### src/rtl/hdmi_tmds_framer.sv
// hdmi_tmds_framer: RGB888 + sync/de to three TMDS symbol lanes in the pixel
// clock domain. A look-ahead delay line of PREAMBLE_LEN+GUARD_LEN stages lets
// the output FSM emit an HDMI video preamble and leading guard band ahead of
// the first pixel of each line. Build option: define HDMI_GUARD_BAND_EN to
// enable preamble/guard insertion; leave it undefined for plain DVI output
// with identical latency.
//
// state    | meaning
// ST_CTRL  | blanking, control symbols on all lanes
// ST_PRE   | video preamble (lane1 CTL 01, lane2 CTL 00)
// ST_GUARD | leading video guard band
// ST_VIDEO | TMDS-encoded pixels
module hdmi_tmds_framer #(
  parameter int PREAMBLE_LEN = 8,
  parameter int GUARD_LEN    = 2
) (
  input  logic        pclk,
  input  logic        reset_n,
  input  logic [23:0] video_din,
  input  logic        video_hsync,
  input  logic        video_vsync,
  input  logic        video_de,
  output logic [9:0]  tmds_ch0,
  output logic [9:0]  tmds_ch1,
  output logic [9:0]  tmds_ch2,
  output logic        de_out,
  output logic        blank_short
);

  localparam int D = PREAMBLE_LEN + GUARD_LEN;

  localparam logic [1:0] ST_CTRL  = 2'd0;
  localparam logic [1:0] ST_VIDEO = 2'd3;

  localparam logic [9:0] SYM_CTL00  = 10'b1101010100;
  localparam logic [9:0] SYM_CTL01  = 10'b0010101011;
  localparam logic [9:0] SYM_CTL10  = 10'b0101010100;
  localparam logic [9:0] SYM_CTL11  = 10'b1010101011;
  localparam logic [9:0] SYM_GUARD_BR = 10'b1011001100;
  localparam logic [9:0] SYM_GUARD_G  = 10'b0100110011;

  function automatic logic [9:0] ctl_sym(input logic [1:0] c);
    logic [9:0] s;
    case (c)
      2'b00:   s = SYM_CTL00;
      2'b01:   s = SYM_CTL01;
      2'b10:   s = SYM_CTL10;
      default: s = SYM_CTL11;
    endcase
    return s;
  endfunction

  // Transition minimisation: 9-bit q_m, bit 8 set when the XOR chain is used.
  function automatic logic [8:0] tmds_qm(input logic [7:0] d);
    logic [3:0] ones;
    logic       use_xnor;
    logic [8:0] q;
    ones = '0;
    for (int i = 0; i < 8; i++) ones = ones + {3'b000, d[i]};
    use_xnor = (ones > 4'd4) || ((ones == 4'd4) && !d[0]);
    q = '0;
    q[0] = d[0];
    for (int i = 1; i < 8; i++) q[i] = use_xnor ? ~(q[i-1] ^ d[i]) : (q[i-1] ^ d[i]);
    q[8] = ~use_xnor;
    return q;
  endfunction

  // DC balance: returns {next disparity, symbol}; disparity is 5-bit two's complement.
  function automatic logic [14:0] tmds_dc(input logic [8:0] qm, input logic [4:0] disp);
    logic [3:0] ones;
    logic [4:0] diff;
    logic [4:0] nd;
    logic [9:0] sym;
    ones = '0;
    for (int i = 0; i < 8; i++) ones = ones + {3'b000, qm[i]};
    diff = {ones, 1'b0} - 5'd8;
    if ((disp == 5'd0) || (diff == 5'd0)) begin
      sym = {~qm[8], qm[8], qm[8] ? qm[7:0] : ~qm[7:0]};
      nd  = qm[8] ? (disp + diff) : (disp - diff);
    end else if (disp[4] == diff[4]) begin
      sym = {1'b1, qm[8], ~qm[7:0]};
      nd  = disp + {3'b000, qm[8], 1'b0} - diff;
    end else begin
      sym = {1'b0, qm[8], qm[7:0]};
      nd  = disp - {3'b000, ~qm[8], 1'b0} + diff;
    end
    return {nd, sym};
  endfunction

  // {de, vsync, hsync, rgb}
  logic [26:0]        in_r;
  logic [D-1:0][26:0] dly;
  logic [26:0]        src;
  logic [8:0]         s1_qm0, s1_qm1, s1_qm2;
  logic [1:0]         s1_c;
  logic               s1_de;
  logic [1:0]         state;
  logic               is_pre, is_guard;
  logic [4:0]         disp0, disp1, disp2;
  logic [14:0]        enc0, enc1, enc2;

  assign src = dly[D-1];

  // Input capture (also the one-cycle de history) and look-ahead delay line.
  always_ff @(posedge pclk or negedge reset_n) begin
    if (!reset_n) begin
      in_r <= '0;
      dly  <= '0;
    end else begin
      in_r <= {video_de, video_vsync, video_hsync, video_din};
      dly  <= {dly[D-2:0], in_r};
    end
  end

  // Encode stage: transition minimisation and control bits, aligned with the FSM.
  always_ff @(posedge pclk or negedge reset_n) begin
    if (!reset_n) begin
      s1_qm0 <= '0;
      s1_qm1 <= '0;
      s1_qm2 <= '0;
      s1_c   <= '0;
      s1_de  <= 1'b0;
    end else begin
      s1_qm0 <= tmds_qm(src[7:0]);
      s1_qm1 <= tmds_qm(src[15:8]);
      s1_qm2 <= tmds_qm(src[23:16]);
      s1_c   <= src[25:24];
      s1_de  <= src[26];
    end
  end

`ifdef HDMI_GUARD_BAND_EN
  localparam logic [1:0] ST_PRE   = 2'd1;
  localparam logic [1:0] ST_GUARD = 2'd2;
  localparam logic [3:0] PRE_LOAD   = 4'(PREAMBLE_LEN);
  localparam logic [3:0] GUARD_LOAD = 4'(GUARD_LEN);

  logic [D-1:0] tap_de;
  logic         rise, room;
  logic [3:0]   cnt;

  // Gather the de bit of every delay tap for the blanking-length test.
  always_comb begin
    tap_de = '0;
    for (int i = 0; i < D; i++) tap_de[i] = dly[i][26];
  end

  // Line is framed only when the whole look-ahead window is blank and idle.
  assign rise = in_r[26] & ~dly[0][26];
  assign room = (tap_de == '0) && (state == ST_CTRL);

  // Output-stage FSM with terminal-count down-counter for preamble and guard.
  always_ff @(posedge pclk or negedge reset_n) begin
    if (!reset_n) begin
      state <= ST_CTRL;
      cnt   <= '0;
    end else begin
      case (state)
        ST_CTRL: begin
          if (rise && room) begin
            state <= ST_PRE;
            cnt   <= PRE_LOAD;
          end else if (src[26]) begin
            state <= ST_VIDEO;
          end
        end
        ST_PRE: begin
          if (cnt == 4'd1) begin
            state <= ST_GUARD;
            cnt   <= GUARD_LOAD;
          end else begin
            cnt <= cnt - 4'd1;
          end
        end
        ST_GUARD: begin
          if (cnt == 4'd1) state <= ST_VIDEO;
          else             cnt   <= cnt - 4'd1;
        end
        ST_VIDEO: if (!src[26]) state <= ST_CTRL;
        default: state <= ST_CTRL;
      endcase
    end
  end

  // Flag a line that starts without room for preamble and guard.
  always_ff @(posedge pclk or negedge reset_n) begin
    if (!reset_n) blank_short <= 1'b0;
    else          blank_short <= rise & ~room;
  end

  assign is_pre   = (state == ST_PRE);
  assign is_guard = (state == ST_GUARD);
`else
  // DVI-only FSM: follows the delayed de between blanking and video.
  always_ff @(posedge pclk or negedge reset_n) begin
    if (!reset_n) state <= ST_CTRL;
    else          state <= src[26] ? ST_VIDEO : ST_CTRL;
  end

  assign blank_short = 1'b0;
  assign is_pre      = 1'b0;
  assign is_guard    = 1'b0;
`endif

  assign enc0 = tmds_dc(s1_qm0, disp0);
  assign enc1 = tmds_dc(s1_qm1, disp1);
  assign enc2 = tmds_dc(s1_qm2, disp2);

  // Output register: symbol select per state, disparity cleared outside video.
  always_ff @(posedge pclk or negedge reset_n) begin
    if (!reset_n) begin
      tmds_ch0 <= SYM_CTL00;
      tmds_ch1 <= SYM_CTL00;
      tmds_ch2 <= SYM_CTL00;
      de_out   <= 1'b0;
      disp0    <= '0;
      disp1    <= '0;
      disp2    <= '0;
    end else begin
      de_out <= s1_de;
      if (state == ST_VIDEO) begin
        tmds_ch0 <= enc0[9:0];
        tmds_ch1 <= enc1[9:0];
        tmds_ch2 <= enc2[9:0];
        disp0    <= enc0[14:10];
        disp1    <= enc1[14:10];
        disp2    <= enc2[14:10];
      end else begin
        tmds_ch0 <= is_guard ? SYM_GUARD_BR : ctl_sym(s1_c);
        tmds_ch1 <= is_pre ? SYM_CTL01 : (is_guard ? SYM_GUARD_G : SYM_CTL00);
        tmds_ch2 <= is_guard ? SYM_GUARD_BR : SYM_CTL00;
        disp0    <= '0;
        disp1    <= '0;
        disp2    <= '0;
      end
    end
  end

endmodule

### config.mk
export PLATFORM = sky130hd
export DESIGN_NAME = hdmi_tmds_framer
export DESIGN_NICKNAME = d
export VERILOG_FILES = /design/src/rtl/hdmi_tmds_framer.sv
export SDC_FILE = /design/constraint.sdc
export NUM_CORES = 1
export LEC_CHECK = 0
export CAP_MARGIN = 20
export CORE_MARGIN = 10
export CORE_UTILIZATION = 53
export DETAILED_ROUTE_END_ITERATION = 16
export GPL_TIMING_DRIVEN = 0
export PLACE_DENSITY = 0.72
export SKIP_LAST_GASP = 1
export SLEW_MARGIN = 5
export SYNTH_ARGS = -nofsm -noshare
export SYNTH_HDL_FRONTEND = slang
export SYNTH_SLANG_ARGS = --single-unit
### constraint.sdc
create_clock -name pclk -period 11.45 [get_ports pclk]
set_input_delay 1.7175 -clock pclk [delete_from_list [all_inputs] [get_ports pclk]]
set_output_delay 1.7175 -clock pclk [all_outputs]
set_load 0.02 [all_outputs]
==> results.py <==
metrics = {
    "floorplanning": {
        "die_h_um": 177,
        "ios": 61,
        "core_um2": 24300,
        "die-area_um2": 31400,
        "dieWidth_um": 177,
        "initial_utilization_pct": 53.9,
        "row_count": 57,
    },
    "clocking": {
        "cts.clk_slew.worst_paths_ns": 0.06,
        "cts_buffers": 36,
        "cts_setup_buffers": 0,
        "clk_latency_ns": 0.52,
        "postCtsHoldBufs": 0,
        "cts_sinks": 370,
        "tritoncts": "done",
        "cts-resized-gates": 0,
        "cts-root-buf": "clkbuf_16",
        "h-tree-depth": 2,
        "cts_buffer_depth": 3,
    },
    "global_routing": {
        "grt_max_degree": 119,
        "grt_pass1_wl_um": 31100,
        "grt_pass1_vias": 6604,
        "gr-total-overflow": 0,
        "grt_usage_pct": 12.2,
        "antenna_found_initial": 0,
    },
    "setup_path": {
        "path_class": "reg2reg",
        "cp-end-kind": "flip-flop",
        "arrival_ns": 5.25,
        "start_kind": "flip-flop",
        "worst-path-max-fanout": 9,
        "required_ns": 11.87,
    },
    "logic_synthesis": {
        "synth_cells": 818,
        "synth_area_leader_cell": "dfrtp_1",
        "synth_edf_count": 0,
        "postSynthNetCount": 950,
        "yosysUniqueCellTypes": 38,
        "seq_area_frac_synth_pct": 70.8,
        "yosysTopAreaCellShare_pct": 67.8,
        "avgSynthCellArea_um2": 16.0,
        "netlist_area_um2": 13100,
        "yosysWarnings": 0,
        "synth_seq_cells": 370,
        "ys.flop_type": "dfrtp_1",
        "synth_area_leaders": "dfrtp_1 (68%), ha_1 (6.1%), fa_1 (6.0%), xnor2_1 (3.7%), inv_1 (3.1%)",
        "async_reset_ff_share_pct": 100,
    },
    "drt": {
        "drtIter0Drc": 242,
        "vias_per_cell": 4.68,
        "dr.pass1.iters": 4,
        "totalWireLength_um": 17700,
        "drc": 0,
        "wl_per_cell_um": 14.0,
        "ant_nets": 0,
        "via_count": 5933,
    },
    "sta": {
        "tightest_slew_ns": 0.692,
        "skew_ns": 0.00904,
        "max_slew_margin_pct": 53.0,
        "rsz0062_at_grt": "false",
        "layout_setup_ws_ns": 6.62,
        "final_max_slew_viol_count": 0,
        "clock.fmax_mhz": 207,
        "fin_hold_ws_ns": 0.341,
        "fin_crit_ns": 4.83,
        "hold_violations": 0,
        "setup_viol": 0,
        "finalCritPeriodShare_pct": 42.2,
    },
    "final_layout": {
        "drive_gt1_share_pct": 10.5,
        "nNetsFinal": 1050,
        "stdcell_area_um2": 15400,
        "diodes": 0,
        "syn_to_final_growth_pct": 17.6,
        "fillers": 1810,
        "multi_input_area_um2": 3390,
        "finalNonFillerCells": 1269,
        "seqCellArea_um2": 9280,
    },
    "worst_hold_path": {
        "hp-class": "reg2reg",
    },
    "place": {
        "place_ws_ns": 6.62,
        "place_area_um2": 14200,
        "hpwl_um": 11400,
        "gp_congestion": 0.833,
        "portBuffers": 59,
        "dp.cells": 1204,
    },
    "run_status": {
        "status": "finished, final reports clean",
    },
    "run": {
        "cap_violations": 0,
    },
}
## stage by stage
stage                     setup TNS (ns)  util, %
after floorplan                        0        -
after global placement          -2216.13     58.0
after detailed placement               0     58.3
after CTS                              0     63.4
after global routing                   0     63.4
final                                  0     63.4
## cells in the mapped netlist, types with 2 or more instances
cell and instances:
a2111o_1 2, a211oi_1 5, a21o_1 10, a21oi_1 18, a31oi_1 3, clkbuf_1 5, dfrtp_1 355, dfstp_2 15
fa_1 39, ha_1 64, inv_1 109, mux2_2 3, mux2i_1 4, mux2i_4 2, nand2_1 23, nand2b_1 2
nand3_1 2, nor2_1 31, nor2b_1 3, nor3_1 4, nor3b_1 2, nor4_1 2, nor4b_1 2, o21ai_0 15
o22ai_1 2, o311a_1 3, o41ai_4 3, xnor2_1 56, xnor2_2 6, xnor2_4 3, xnor3_2 3, xor2_1 16
## flip-flops by register name, summed over array words and instances (netlist names)
register / cells
in_r: 27
s1_qm0: 9
disp0: 4
tmds_ch2: 10
state: 1
dly: 243
s1_c: 2
tmds_ch0: 10
s1_qm2: 9
disp2: 4
de_out: 1
disp1: 4
tmds_ch1: 10
src: 27
s1_qm1: 9
## final cells by class
class | count | area share, %
Buffer | 6 | 0.171
Clock buffer | 52 | 6.89
Clock inverter | 13 | 1.02
Inverter | 109 | 2.66
Multi-Input combinational cell | 333 | 22.0
Sequential cell | 370 | 60.2
Tap cell | 324 | 2.63
Timing Repair Buffer | 62 | 4.40
## metal layers
| layer | global-route usage, % | up-vias | routed length [µm] |
|---|---|---|---|
| met1 | 15.2 | 3040 | 7600 |
| li1 | - | 2762 | - |
| met3 | 3.52 | 32 | 922 |
| met5 | 0 | - | 0 |
| met2 | 20.1 | 99 | 8840 |
| met4 | 3.89 | 0 | 378 |
## critical path, stage by stage, from the launching register on
cell     delay, ns
dfrtp_1       0.40
fa_1          0.55
inv_1         0.05
fa_1          0.45
fa_1          0.49
inv_1         0.04
ha_1          0.19
fa_1          0.38
xor2_1        0.42
ha_1          0.36
xor2_1        0.57
mux2i_2       0.39
xnor2_1       0.22
a21oi_1       0.23
## layout by cell type, fill, tap and decap left out, types with 3 or more instances in the layout
master,count
a211oi_1,5
a21o_1,10
a21oi_1,18
a31oi_1,3
buf_16,3
clkbuf_1,12
clkbuf_16,37
clkbuf_8,8
clkdlybuf4s50_1,58
clkinv_2,6
clkinv_4,3
dfrtp_1,355
dfstp_2,15
fa_1,39
ha_1,64
inv_1,109
mux2_2,3
mux2i_1,4
nand2_1,23
nor2_1,31
nor2b_1,3
nor3_1,4
o21ai_0,15
o311a_1,3
o41ai_4,3
xnor2_1,56
xnor2_2,6
xnor2_4,3
xnor3_2,3
xor2_1,16
## cell families (layout without fill, tap and decap cells)
kind of cell             Yosys count  after routing  share of synthesized area [%]
AO/OA/AOI/OAI                     62             62                           3.47
XOR/XNOR                          85             85                           6.90
adder cells (fa/ha/maj)          103            103                           12.1
buffers and inverters            115            242                           3.32
flip-flops                       370            370                           70.8
multiplexers                      10             10                           1.01
other                              1              1                         0.0286
AND/OR/NAND/NOR                   72             72                           2.41
## path summary, 6_finish.rpt
check,startpoint,end,slack [ns],depth (start not counted)
worst min-delay path,src[24]$_DFF_PN0_,s1_c[0]$_DFF_PN0_,0.34,0
worst max-delay path,s1_qm0[0]$_DFF_PN0_,tmds_ch0[7]$_DFF_PN0_,6.62,13
max in group asynchronous,reset_n,s1_qm0[2]$_DFF_PN0_,8.94,3
worst min register to register,src[24]$_DFF_PN0_,s1_c[0]$_DFF_PN0_,0.34,0
worst max register to register,s1_qm0[0]$_DFF_PN0_,tmds_ch0[7]$_DFF_PN0_,6.62,13
min in group asynchronous,reset_n,in_r[19]$_DFF_PN0_,1.11,1
Power is not shown: default switching activity piles up to over one toggle a cycle in this logic, so the estimate is an artifact.
